[config.mk]
export PLATFORM = sky130hd
export DESIGN_NAME = pipe_exe_md
export DESIGN_NICKNAME = d
export VERILOG_FILES = /design/src/rtl/pipe_pkg.sv /design/src/rtl/alu.sv /design/src/rtl/md_iter.sv /design/src/rtl/mux2x32.sv /design/src/rtl/pipe_exe_md.sv
export SDC_FILE = /design/constraint.sdc
export NUM_CORES = 1
export LEC_CHECK = 0
export ABC_AREA = 1
export BUFFER_PORTS_ARGS = -buffer_cell sky130_fd_sc_hd__clkbuf_2
export CAP_MARGIN = 10
export CORE_MARGIN = 3
export CORE_UTILIZATION = 45
export CTS_CLUSTER_SIZE = 8
export DETAILED_ROUTE_END_ITERATION = 8
export GPL_TIMING_DRIVEN = 0
export PLACE_DENSITY = 0.68
export RECOVER_POWER = 100
export SKIP_CTS_REPAIR_TIMING = 1
export SLEW_MARGIN = 40
export SYNTH_ARGS = -nofsm -noshare
export SYNTH_HDL_FRONTEND = slang
export SYNTH_HIERARCHICAL = 1
export SYNTH_SLANG_ARGS = --single-unit
export TNS_END_PERCENT = 50
[constraint.sdc]
create_clock -name clock -period 8.2 [get_ports clock]
set_clock_uncertainty 0.2 [all_clocks]
set_input_delay 0.41 -clock clock [delete_from_list [all_inputs] [get_ports clock]]
set_output_delay 0.41 -clock clock [all_outputs]
set_load 0.03 [all_outputs]
[src/rtl/pipe_pkg.sv]
// Shared encodings for the EXE stage: ALU op codes, multiply/divide op codes
// and the multi-cycle sequencer states.
package pipe_pkg;
   // ALU codes; bit 3 only distinguishes SRA from SRL
   localparam logic [3:0] ALUC_ADD = 4'b0000;
   localparam logic [3:0] ALUC_SUB = 4'b0100;
   localparam logic [3:0] ALUC_AND = 4'b0001;
   localparam logic [3:0] ALUC_OR  = 4'b0101;
   localparam logic [3:0] ALUC_XOR = 4'b0010;
   localparam logic [3:0] ALUC_LUI = 4'b0110;
   localparam logic [3:0] ALUC_SLL = 4'b0011;
   localparam logic [3:0] ALUC_SRL = 4'b0111;
   localparam logic [3:0] ALUC_SRA = 4'b1111;

   typedef enum logic [1:0] {
      MD_NONE = 2'b00,
      MD_MUL  = 2'b01,
      MD_DIVU = 2'b10,
      MD_REMU = 2'b11
   } md_op_e;

   typedef enum logic [1:0] {
      S_IDLE = 2'd0,
      S_BUSY = 2'd1,
      S_DONE = 2'd2
   } md_state_e;
endpackage

[src/rtl/alu.sv]
// Single-cycle ALU: add/sub, logic ops, LUI and the three shifts (shift amount in a).
module alu #(
   parameter int WIDTH = 32,
   parameter int SAW   = $clog2(WIDTH)
) (
   input  logic [WIDTH-1:0] a,
   input  logic [WIDTH-1:0] b,
   input  logic [3:0]       aluc,
   output logic [WIDTH-1:0] r
);
   // Decode on the low three bits; bit 3 picks arithmetic vs logical right shift
   always_comb begin
      r = '0;
      case (aluc[2:0])
         3'b000: r = a + b;
         3'b100: r = a - b;
         3'b001: r = a & b;
         3'b101: r = a | b;
         3'b010: r = a ^ b;
         3'b110: r = b << 16;
         3'b011: r = b << a[SAW-1:0];
         default: begin
            if (aluc[3]) r = $signed(b) >>> a[SAW-1:0];
            else         r = b >> a[SAW-1:0];
         end
      endcase
   end
endmodule

[src/rtl/md_iter.sv]
// Iterative multiply / unsigned divide, one bit per cycle, with its own
// IDLE/BUSY/DONE sequencer. Registers are shared between the two ops:
// MUL: acc=partial sum, x=shifted multiplicand, y=remaining multiplier.
// DIV: acc=partial remainder, x=divisor, y=dividend shifting out / quotient shifting in.
module md_iter
   import pipe_pkg::*;
#(
   parameter int WIDTH = 32,
   parameter int REGW  = 5,
   parameter int CW    = $clog2(WIDTH)
) (
   input  logic             clock,
   input  logic             resetn,
   input  logic             start,
   input  logic             ack,
   input  md_op_e           op,
   input  logic [WIDTH-1:0] a,
   input  logic [WIDTH-1:0] b,
   input  logic [REGW-1:0]  rn_in,
   output md_state_e        state,
   output logic [WIDTH-1:0] res,
   output logic [REGW-1:0]  rn,
   output logic             div0
);
   logic [CW-1:0]    cnt;
   md_op_e           op_q;
   logic [WIDTH-1:0] acc, x, y;
   logic [WIDTH-1:0] acc_n, x_n, y_n, sum;
   logic [WIDTH:0]   tmp, diff;
   logic             ge;

   // One iteration step for whichever op is latched
   always_comb begin
      sum  = acc + x;
      tmp  = {acc, y[WIDTH-1]};
      diff = tmp - {1'b0, x};
      ge   = ~diff[WIDTH];
      if (op_q == MD_MUL) begin
         acc_n = y[0] ? sum : acc;
         x_n   = x << 1;
         y_n   = y >> 1;
      end else begin
         acc_n = ge ? diff[WIDTH-1:0] : tmp[WIDTH-1:0];
         x_n   = x;
         y_n   = {y[WIDTH-2:0], ge};
      end
   end

   // Sequencer: issue, iterate WIDTH steps, hold result until accepted
   always_ff @(posedge clock or negedge resetn) begin
      if (!resetn) begin
         state <= S_IDLE;
         cnt   <= '0;
         op_q  <= MD_NONE;
         acc   <= '0;
         x     <= '0;
         y     <= '0;
         res   <= '0;
         rn    <= '0;
         div0  <= 1'b0;
      end else begin
         case (state)
            S_IDLE: if (start) begin
               op_q <= op;
               rn   <= rn_in;
               cnt  <= CW'(WIDTH - 1);
               acc  <= '0;
               // zero divisor skips iteration entirely
               if (op != MD_MUL && b == '0) begin
                  state <= S_DONE;
                  div0  <= 1'b1;
                  res   <= (op == MD_DIVU) ? '1 : a;
               end else begin
                  state <= S_BUSY;
                  div0  <= 1'b0;
                  x     <= (op == MD_MUL) ? a : b;
                  y     <= (op == MD_MUL) ? b : a;
               end
            end
            S_BUSY: begin
               acc <= acc_n;
               x   <= x_n;
               y   <= y_n;
               cnt <= cnt - 1'b1;
               if (cnt == '0) begin
                  state <= S_DONE;
                  res   <= (op_q == MD_DIVU) ? y_n : acc_n;
               end
            end
            S_DONE: if (ack) begin
               state <= S_IDLE;
               div0  <= 1'b0;
            end
            default: state <= S_IDLE;
         endcase
      end
   end
endmodule

[src/rtl/mux2x32.sv]
// Two-input word mux.
module mux2x32 #(
   parameter int WIDTH = 32
) (
   input  logic [WIDTH-1:0] a0,
   input  logic [WIDTH-1:0] a1,
   input  logic             s,
   output logic [WIDTH-1:0] y
);
   assign y = s ? a1 : a0;
endmodule

[src/rtl/pipe_exe_md.sv]
// EXE stage with single-cycle ALU/JAL path and a multi-cycle multiply/divide
// unit that stalls the front end until its result is taken by EXE/MEM.
module pipe_exe_md
   import pipe_pkg::*;
#(
   parameter int WIDTH = 32,
   parameter int REGW  = 5,
   parameter int SAW   = $clog2(WIDTH)
) (
   input  logic             clock,
   input  logic             resetn,
   input  logic             ein_valid,
   input  logic [3:0]       ealuc,
   input  logic             ealuimm,
   input  logic             eshift,
   input  logic             ejal,
   input  logic [1:0]       emd_op,
   input  logic [WIDTH-1:0] ea,
   input  logic [WIDTH-1:0] eb,
   input  logic [WIDTH-1:0] eimm,
   input  logic [WIDTH-1:0] epc4,
   input  logic [REGW-1:0]  ern0,
   input  logic             mem_ready,
   output logic [WIDTH-1:0] ealu,
   output logic [REGW-1:0]  ern,
   output logic             eout_valid,
   output logic             estall,
   output logic             ediv0
);
   logic [WIDTH-1:0] sa, alua, alub, alur, epc8, fast;
   logic [WIDTH-1:0] md_res;
   logic [REGW-1:0]  md_rn;
   logic             md_div0, is_md, start;
   md_state_e        state;

   assign sa    = {{(WIDTH-SAW){1'b0}}, eimm[6+SAW-1:6]};
   assign epc8  = epc4 + WIDTH'(4);
   assign is_md = (emd_op != MD_NONE) && !ejal;
   assign start = ein_valid && is_md && (state == S_IDLE);

   mux2x32 #(.WIDTH(WIDTH)) u_mux_a   (.a0(ea),   .a1(sa),   .s(eshift),  .y(alua));
   mux2x32 #(.WIDTH(WIDTH)) u_mux_b   (.a0(eb),   .a1(eimm), .s(ealuimm), .y(alub));
   alu     #(.WIDTH(WIDTH), .SAW(SAW)) u_alu (.a(alua), .b(alub), .aluc(ealuc), .r(alur));
   mux2x32 #(.WIDTH(WIDTH)) u_mux_jal (.a0(alur), .a1(epc8), .s(ejal),    .y(fast));

   md_iter #(.WIDTH(WIDTH), .REGW(REGW)) u_md (
      .clock (clock),
      .resetn(resetn),
      .start (start),
      .ack   (mem_ready),
      .op    (md_op_e'(emd_op)),
      .a     (alua),
      .b     (alub),
      .rn_in (ern0),
      .state (state),
      .res   (md_res),
      .rn    (md_rn),
      .div0  (md_div0)
   );

   // Output select and handshake; everything forced quiet while in reset
   always_comb begin
      ealu       = fast;
      ern        = ern0 | {REGW{ejal}};
      eout_valid = 1'b0;
      estall     = 1'b0;
      ediv0      = 1'b0;
      case (state)
         S_IDLE: begin
            eout_valid = ein_valid && !is_md;
            estall     = ein_valid && (is_md || !mem_ready);
         end
         S_BUSY: estall = 1'b1;
         S_DONE: begin
            ealu       = md_res;
            ern        = md_rn;
            eout_valid = 1'b1;
            estall     = !mem_ready;
            ediv0      = md_div0;
         end
         default: ;
      endcase
      if (!resetn) begin
         eout_valid = 1'b0;
         estall     = 1'b0;
         ediv0      = 1'b0;
      end
   end
endmodule

# After elaboration in Yosys (flattened, before gate mapping)
# Cells that the tools add are included.
# Widths: inputs -> output; s select.
# totals
ff_bits	143
latchBits	0
ram_bits	0
mem_bits_ro	0
input_bits	146
n_memories	0
# classes
addsub	6
multipliers	0
n_div	0
order_cmp	0
eq_ne	19
shifts	3
mux	45
bitwise_logic	5
reduce_logical	24
# ops
cell	n
$mux 32	22
$pmux 32 s2	4
$pmux 32 s7	1
$add 32x32->32	2
$sub 33x32->33	1
$add 32x3->32 const B	1
$and 32x32->32	1
$logic_not 32->1	1
$or 32x32->32	1
$shl 32x5->32	1
$shr 32x5->32	1
$sshr 32x5->32	1
$sub 32x32->32	1
$xor 32x32->32	1
$mux 5	2
$pmux 5 s2	1
$eq 3x3->1 const B	3
$reduce_and 3->1	3
$mux 2	4
$ne 2x1->1 const B	4
$reduce_and 4->1	2
$mux 1	7
$eq 2x1->1 const B	3
$eq 2x2->1 const B	3
17 further kinds	31

# Depth between registers and ports, before layout
# Gate-level depths: netlist (run 1).
# logic_depth
word_depth	6
mapped_depth	31

# Hierarchy
# The synthesis (run 1) kept the hierarchy.
# by_module_without_submodules
module	n_inst	cells_per_inst	area_per_inst_um2	seq_area_each_um2
md_iter	1	2319	13714.4	3578.4
alu	1	1676	8525.7	0.0
mux2x32	3	104	491.7	0.0
pipe_exe_md	1	252	1427.6	0.0

# Worst setup path before layout (run 1)
# No wires, ideal clock.
# synth_path
path_type	input-to-output
from	input port ealuimm
to	output port ealu[28]
t_arrival_ps	3636
t_required_ps	7590
setup_slack_ps	3954
path_stages	27
path_buffers	2
path_cell_list	buf_6 > inv_8 > buf_12 > nand2_2 > nand2_1 > inv_1 > ha_1 > nand3_1 > nor2_1 > nand2_2 > o31ai_4 > nand2_1 > xor2_1 > ha_1 > nand2_1 > nor2_1 > inv_1 > nor3_1 > and2_1 > nand2_1 > nand2_1 > nand2_1 > nand3_1 > a21oi_1 > nand2_1 > nand2_1 > mux2_2
# synth_via
elab_chain_cells	6
word_cells_on_any_way	13
cone_classes	2 x add/sub; 3 x shift; 5 x mux; 3 x bitwise
# synth_rtl
element	line	text
from (decl)	pipe_exe_md.sv:14	input logic ealuimm,
$mux 32 *	mux2x32.sv:10	assign y = s ? a1 : a0;
named net alub[0]	pipe_exe_md.sv:30	logic [WIDTH-1:0] sa, alua, alub, alur, epc8, fast;
branches (longest 2 deep; another with $sub 32x32->32)	-	
$pmux 32 s7 *	alu.sv:14	case (aluc[2:0])
named net alur[28]	pipe_exe_md.sv:30	
$mux 32 *	mux2x32.sv:10	
named net fast[28]	pipe_exe_md.sv:30	
$mux 32 *	pipe_exe_md.sv:68	case (state)
to (decl)	pipe_exe_md.sv:24	output logic [WIDTH-1:0] ealu,
# Mark *: on every way through the listed nets, which the timed path passes.

# Worst setup path in the final report (run 1)
# layout_path
from	input port ealuimm
to	output port ealu[17]
# The elaborated chain is that of the path after synthesis.

==> impl_metrics.yaml, run 1 <==
status:
  status: "finished with violations"
  violations: "max-capacitance violations, max-slew violations"
synth:
  ys_seq_area_share_pct: 14.2
  yosys_register_bits: 143
  synth_area_per_cell_um2: 5.51
  post_synth_num_cell_types: 69
  synth_top_family_by_area: "simple AND/OR/NAND/NOR gates"
  syn_area_um2: 25100
  synth_compound_area_share_pct: 17.9
  syn_inst: 4559
  synth-simple-area-share_pct: 41.9
  async_flop_share_pct: 100
  ys_warn_count: 6
  synthXorXnorAreaFrac_pct: 2.47
  synth_edf_count: 0
  synthMuxAreaShare_pct: 1.83
  ys.flop_type: "dfrtp_1"
  yosys.area_share.adder_pct: 8.30
sta:
  finalSetupViolCount: 0
  rsz0062_at_grt: "false"
  min_period_ns: 7.09
  max_freq_mhz: 141
  final_max_slew_viol_count: 155
  finalCritPeriodShare_pct: 86.5
  finalSetupTns_ns: 0
  relSlewSlack_pct: -106
  tightest_slew_ns: 3.09
  hold_violations: 0
power_and_ir_drop:
  p_per_area_nw_per_um2: 363
  ir_drop_uv: 443
  total_leakage_power_nw: 15.0
clocking:
  htree_levels: 4
  cts.path.max_buffers: 2
  clockRootBuffer: "clkbuf_16"
  clkTransAtPathRegs_ns: 0.07
  cts-buffers-inserted: 17
  cts_tree: "done"
  clkLatencyLatePin_ns: 0.46
  cts.sinks: 143
placement:
  dp_hpwl_um: 112000
  portBuffers: 182
  gp_congestion: 1.11
  dpl_cell_area_um2: 27200
cells_and_area:
  final_area_um2: 27600
  final_core_util_pct: 50.0
  area_growth_pct: 9.83
  drive_gt1_share_pct: 8.85
  finalNetCount: 5100
  fillCellCount: 6258
  layout_common_cells: "nand2_1 (1630), inv_1 (566), nand3_1 (385)"
  layout_commonest_cell: "nand2_1"
  multi_input_area_um2: 18300
  regArea_um2: 3580
run:
  cap_viol_max_count: 4
route:
  wl_per_cell_um: 24.8
  drcViolationCount: 0
  drtPass1Iterations: 8
  drt_wl_total_um: 138000
  ant_nets: 0
  viasPerCell: 5.86
  drtIter0Drc: 4264
  route.vias.total: 32500
floorplanning:
  die-area_um2: 58700
  die_width_um: 242
  start_util_pct: 45.5
  num_rows: 86
  io_pins: 186
  core-area_um2: 55200
  die_height_um: 242
global_route:
  grt_pass1_wl_um: 195000
  antenna_found_initial: 6
  grt_busiest_layer: "met2"
  grt.met1_usage_pct: 55.5
  use_met3_pct: 10.9
  grtUsageTotal_pct: 44.7
  grt_pass1_vias: 29200
  use_met2_pct: 65.1
  grt_start_max_net_pins: 57
  grt-ovfl-total: 0
setup_path:
  critPathKind: "in -> out"
  start_kind: "input pin"
  cp.arrival_ns: 6.48
  crit_required_ns: 7.59
  crit_fanout: 10
  endpoint_kind: "primary output"
hold_path:
  min_path_type: "in -> reg"
-- cell type report --
| type | count | area share, % |
|---|---|---|
| Tap cell | 748 | 3.39 |
| Multi-Input combinational cell | 3655 | 66.2 |
| Antenna cell | 2 | 0.0181 |
| Buffer | 198 | 3.84 |
| Inverter | 589 | 8.09 |
| Clock inverter | 15 | 0.707 |
| Clock buffer | 17 | 1.54 |
| Timing Repair Buffer | 185 | 3.22 |
| Sequential cell | 143 | 13.0 |
-- layer usage --
metal | vias up | routed length (um)
li1 | 15100 | -
met2 | 2202 | 55200
met3 | 522 | 16200
met5 | - | 68
met1 | 14700 | 52100
met4 | 10 | 14000
-- power breakdown --
group	leakage (nW)	switching, mW	total (mW)	internal (mW)
combinational	12.9	5.60	7.81	2.21
clock	0.296	0.401	0.816	0.415
sequential	1.72	0.362	1.41	1.05
total	15.0	6.36	10.0	3.67
-- kinds of logic (layout without fill, tap and decap cells) --
group | count (synthesis) | in the layout
AND/OR/NAND/NOR | 2527 | 2527
flip-flops | 143 | 143
multiplexers | 40 | 40
buffers and inverters | 787 | 1004
AO/OA/AOI/OAI | 826 | 826
adder cells (fa/ha/maj) | 165 | 165
other | 1 | 29
XOR/XNOR | 70 | 70
-- metrics by stage --
step / total power [mW] / setup slack, ns / hold slack, ns / std cells
finish: 10.0 / 1.11 / 0.0107 / 5552
CTS: 9.82 / 2.16 / -0.325 / 5549
detailed placement: 8.98 / 2.18 / 0.159 / 5517
global placement: 8.94 / 2.13 / 0.272 / 5515
global route: 10.7 / 0.826 / 0.0102 / 5550
floorplan: 6.36 / 3.95 / -0.0856 / 4585
-- path summary, 6_finish.rpt --
kind | startpoint | endpoint | slack, ns | cells after the start
max | ealuimm | ealu[17] | 1.11 | 28
min | ern0[4] | u_md/rn[4] | 0.01 | 2
max reg2reg | u_md/y[31] | u_md/res[7] | 3.88 | 19
min reg2reg | u_md/rn[0] | u_md/rn[0] | 0.31 | 1
max in group asynchronous | resetn | u_md/acc[15] | 2.91 | 3
min in group asynchronous | resetn | u_md/y[17] | 1.01 | 2
-- critical path, stage by stage --
cell	delay (ns)
clkbuf_1	0.49
inv_8	0.07
clkbuf_1	0.36
nand2_2	0.14
nand2_1	0.40
inv_1	0.39
ha_1	0.23
nand3_1	0.13
nor2_1	0.22
nand2_2	0.15
o21ai_0	0.28
nand2_1	0.11
xor2_1	0.18
ha_1	0.37
nand2_1	0.13
nor2_1	0.12
inv_1	0.09
o21ai_0	0.49
inv_1	0.13
nand4_1	0.13
nand3_1	0.20
nand2_1	0.30
nand2_1	0.19
inv_1	0.10
nand2_1	0.09
nand2_1	0.06
mux2_2	0.15
clkbuf_1	0.32
-- sequential cells by signal (all words and copies together), names as in the netlist --
| register | flops |
|---|---|
| u_md/rn | 5 |
| u_md/x | 32 |
| u_md/y | 32 |
| u_md/cnt | 5 |
| u_md/acc | 32 |
| u_md/res | 32 |
| u_md/state | 2 |
| u_md/div0 | 1 |
| u_md/op_q | 2 |
-- cell usage after synthesis, types with 5 or more instances --
cell | number | area share (%)
nand2_1 | 1634 | 24
inv_1 | 562 | 8.4
nand3_1 | 385 | 7.7
o21ai_0 | 376 | 7.5
nor2_1 | 323 | 4.8
a21oi_1 | 298 | 5.9
ha_1 | 162 | 8.1
dfrtp_1 | 143 | 14
clkbuf_1 | 98 | 1.5
nand2_2 | 48 | 1.2
buf_2 | 46 | 0.92
o211ai_1 | 46 | 1.4
xor2_1 | 46 | 1.6
mux2_2 | 38 | 1.7
nand4_1 | 35 | 0.87
o21ai_1 | 29 | 0.58
xnor2_1 | 23 | 0.80
inv_2 | 21 | 0.31
nor3_1 | 20 | 0.40
buf_6 | 17 | 0.76
nand3b_1 | 17 | 0.51
nor2_2 | 14 | 0.35
buf_1 | 12 | 0.18
buf_4 | 12 | 0.36
and2_1 | 11 | 0.27
or2_2 | 11 | 0.27
a21o_1 | 10 | 0.30
clkbuf_8 | 9 | 0.49
a21oi_2 | 8 | 0.28
o2111ai_1 | 8 | 0.28
o21bai_1 | 8 | 0.24
nor2_4 | 7 | 0.31
a211oi_1 | 6 | 0.18
a221oi_1 | 6 | 0.21
nor4_1 | 5 | 0.12
o21a_1 | 5 | 0.15
Note: power is estimated with default switching activity, not from simulation.
==> run 2, diff against run 1 <==
- PLACE_DENSITY: 0.68 -> 0.69
- SYNTH_HIERARCHICAL: 1 -> default
==> impl_metrics.yaml, run 2 <==
synth:
  synthXorXnorAreaFrac_pct: 2.54
  post_synth_num_cell_types: 58
  synthMuxAreaShare_pct: 0.0421
  synth_compound_area_share_pct: 18.9
  synth_area_per_cell_um2: 5.45
  syn_inst: 4356
  yosys_register_bits: 143
  ys_seq_area_share_pct: 15.1
  ys_warn_count: 0
  yosys.area_share.adder_pct: 8.79
  synth_area_leaders: "nand2_1 (24%), dfrtp_1 (15%), ha_1 (8.5%)"
  synth_most_common_cell: "nand2_1"
  synth_top_area_share_pct: 23.8
  yosysTopAreaCell: "nand2_1"
  async_flop_share_pct: 100
  synth_top_family_by_area: "simple AND/OR/NAND/NOR gates"
  synth-simple-area-share_pct: 42.7
  synthTopCellsByCount: "nand2_1 (1503), inv_1 (504), nand3_1 (385)"
  synth_edf_count: 0
  syn_area_um2: 23700
  ys.flop_type: "dfrtp_1"
  syn_nets: 4667
sta:
  max_freq_mhz: 134
  finalSetupTns_ns: 0
  rsz0062_at_grt: "false"
  finalCritPeriodShare_pct: 91.1
  fin_hold_ws_ns: -0.0138
  finalSetupViolCount: 0
  tightest_slew_ns: 3.42
  min_period_ns: 7.47
  final_max_slew_viol_count: 151
  hold_violations: 3
  relSlewSlack_pct: -128
power_and_ir_drop:
  p_per_area_nw_per_um2: 374
  ir_drop_uv: 210
  total_leakage_power_nw: 13.9
clocking:
  htree_levels: 4
  cts_tree: "done"
  cts.path.max_buffers: 2
  cts-buffers-inserted: 17
  clkLatencyLatePin_ns: 0.46
  clkTransAtPathRegs_ns: 0.07
  clockRootBuffer: "clkbuf_16"
  cts.sinks: 143
route:
  drt_wl_total_um: 138000
  drtIter0Drc: 4729
  viasPerCell: 6.11
  ant_nets: 0
  drcViolationCount: 0
  route.vias.total: 32100
  drtPass1Iterations: 9
  wl_per_cell_um: 26.3
setup_path:
  crit_fanout: 10
  endpoint_kind: "primary output"
  start_kind: "input pin"
  r2r_cells: 19
  critPathKind: "in -> out"
  cp.arrival_ns: 6.86
  crit_required_ns: 7.59
global_route:
  grt_start_max_net_pins: 64
  grt-ovfl-total: 0
  grtUsageTotal_pct: 47.8
  antenna_found_initial: 9
  grt_pass1_vias: 29200
  grt_pass1_wl_um: 196000
floorplanning:
  num_rows: 83
  die_width_um: 236
  die-area_um2: 55600
  io_pins: 186
  die_height_um: 236
  core-area_um2: 51700
  start_util_pct: 45.9
cells_and_area:
  regArea_um2: 3580
  fillCellCount: 5870
  finalNetCount: 4873
  stdcell_count: 5263
  drive_gt1_share_pct: 6.43
  area_growth_pct: 9.68
  multi_input_area_um2: 17300
  layout_commonest_cell: "nand2_1"
  layout_common_cells: "nand2_1 (1505), inv_1 (505), nand3_1 (386)"
hold_path:
  min_path_cells: 3
  min_path_type: "in -> reg"
status:
  violations: "negative hold slack, max-capacitance violations, max-slew violations"
  status: "finished with violations"
placement:
  placedCellCount: 5221
  portBuffers: 182
  gp_congestion: 1.14
  dp_hpwl_um: 111000
run:
  cap_viol_max_count: 3
## run 2: cell families (layout without fill, tap and decap cells)
family	after synthesis	count (layout)
flops	143	143
buf+inv	724	943
fa+ha+maj	165	165
simple gates	2435	2435
other cells	0	8
mux	1	1
compound gates	819	819
xor+xnor	69	69
## run 2: report_power, final
part | leakage, nW | internal, mW | total (mW) | switching, mW
logic | 11.9 | 2.09 | 7.44 | 5.35
clock network | 0.287 | 0.485 | 0.840 | 0.355
registers | 1.74 | 1.05 | 1.47 | 0.426
## run 2: final timing paths
kind | start | to | slack (ns)
worst min register to register | u_md.op_q[0] | u_md.op_q[0] | 0.31
worst min-delay path | ern0[0] | u_md.rn[0] | -0.01
min in group asynchronous | resetn | u_md.acc[27] | 0.96
max in group asynchronous | resetn | u_md.cnt[1] | 2.69
worst max register to register | u_md.y[31] | u_md.res[16] | 3.85
worst max-delay path | ealuc[1] | ealu[14] | 0.73
## run 2: critical path: stages
cell	delay, ns
clkbuf_2	0.16
nor2_1	0.54
clkinv_1	0.57
nor2_1	0.51
clkinv_1	0.48
clkbuf_1	0.38
nand2_1	0.11
o21ai_0	0.34
fa_1	0.67
nor3_1	0.23
nor2_1	0.10
o21ai_0	0.86
or2_2	0.25
nand3_1	0.13
o211ai_1	0.38
nor2_1	0.19
o21ai_0	0.18
clkbuf_1	0.34
## run 2: routing by layer
metal  vias up  part of all wire, %  global-route usage, %
li1      14600                    -                      -
met1     14400                   35                   55.1
met2      2419                   41                   72.3
met3       729                   13                   15.0
met4         6                   11                   39.8
met5         -                0.025                      0
## run 2: per-stage QoR
step	instance area [um^2]	power, mW	setup WS [ns]	utilization [%]
after global routing	26000	10.4	0.656	50.3
final	26000	9.75	0.729	50.4
after floorplan	23700	6.13	3.58	-
after CTS	26200	9.46	1.70	50.7
after detailed placement	25600	8.61	1.73	49.5
after global placement	25500	8.57	1.42	49.3
## run 2: cell type report
class,instances,share of cell area (%)
Multi-Input combinational cell,3489,66.4
Sequential cell,143,13.7
Inverter,532,7.67
Timing Repair Buffer,187,3.45
Tap cell,680,3.27
Buffer,192,3.04
Clock buffer,19,1.66
Clock inverter,13,0.677
Antenna cell,8,0.0769
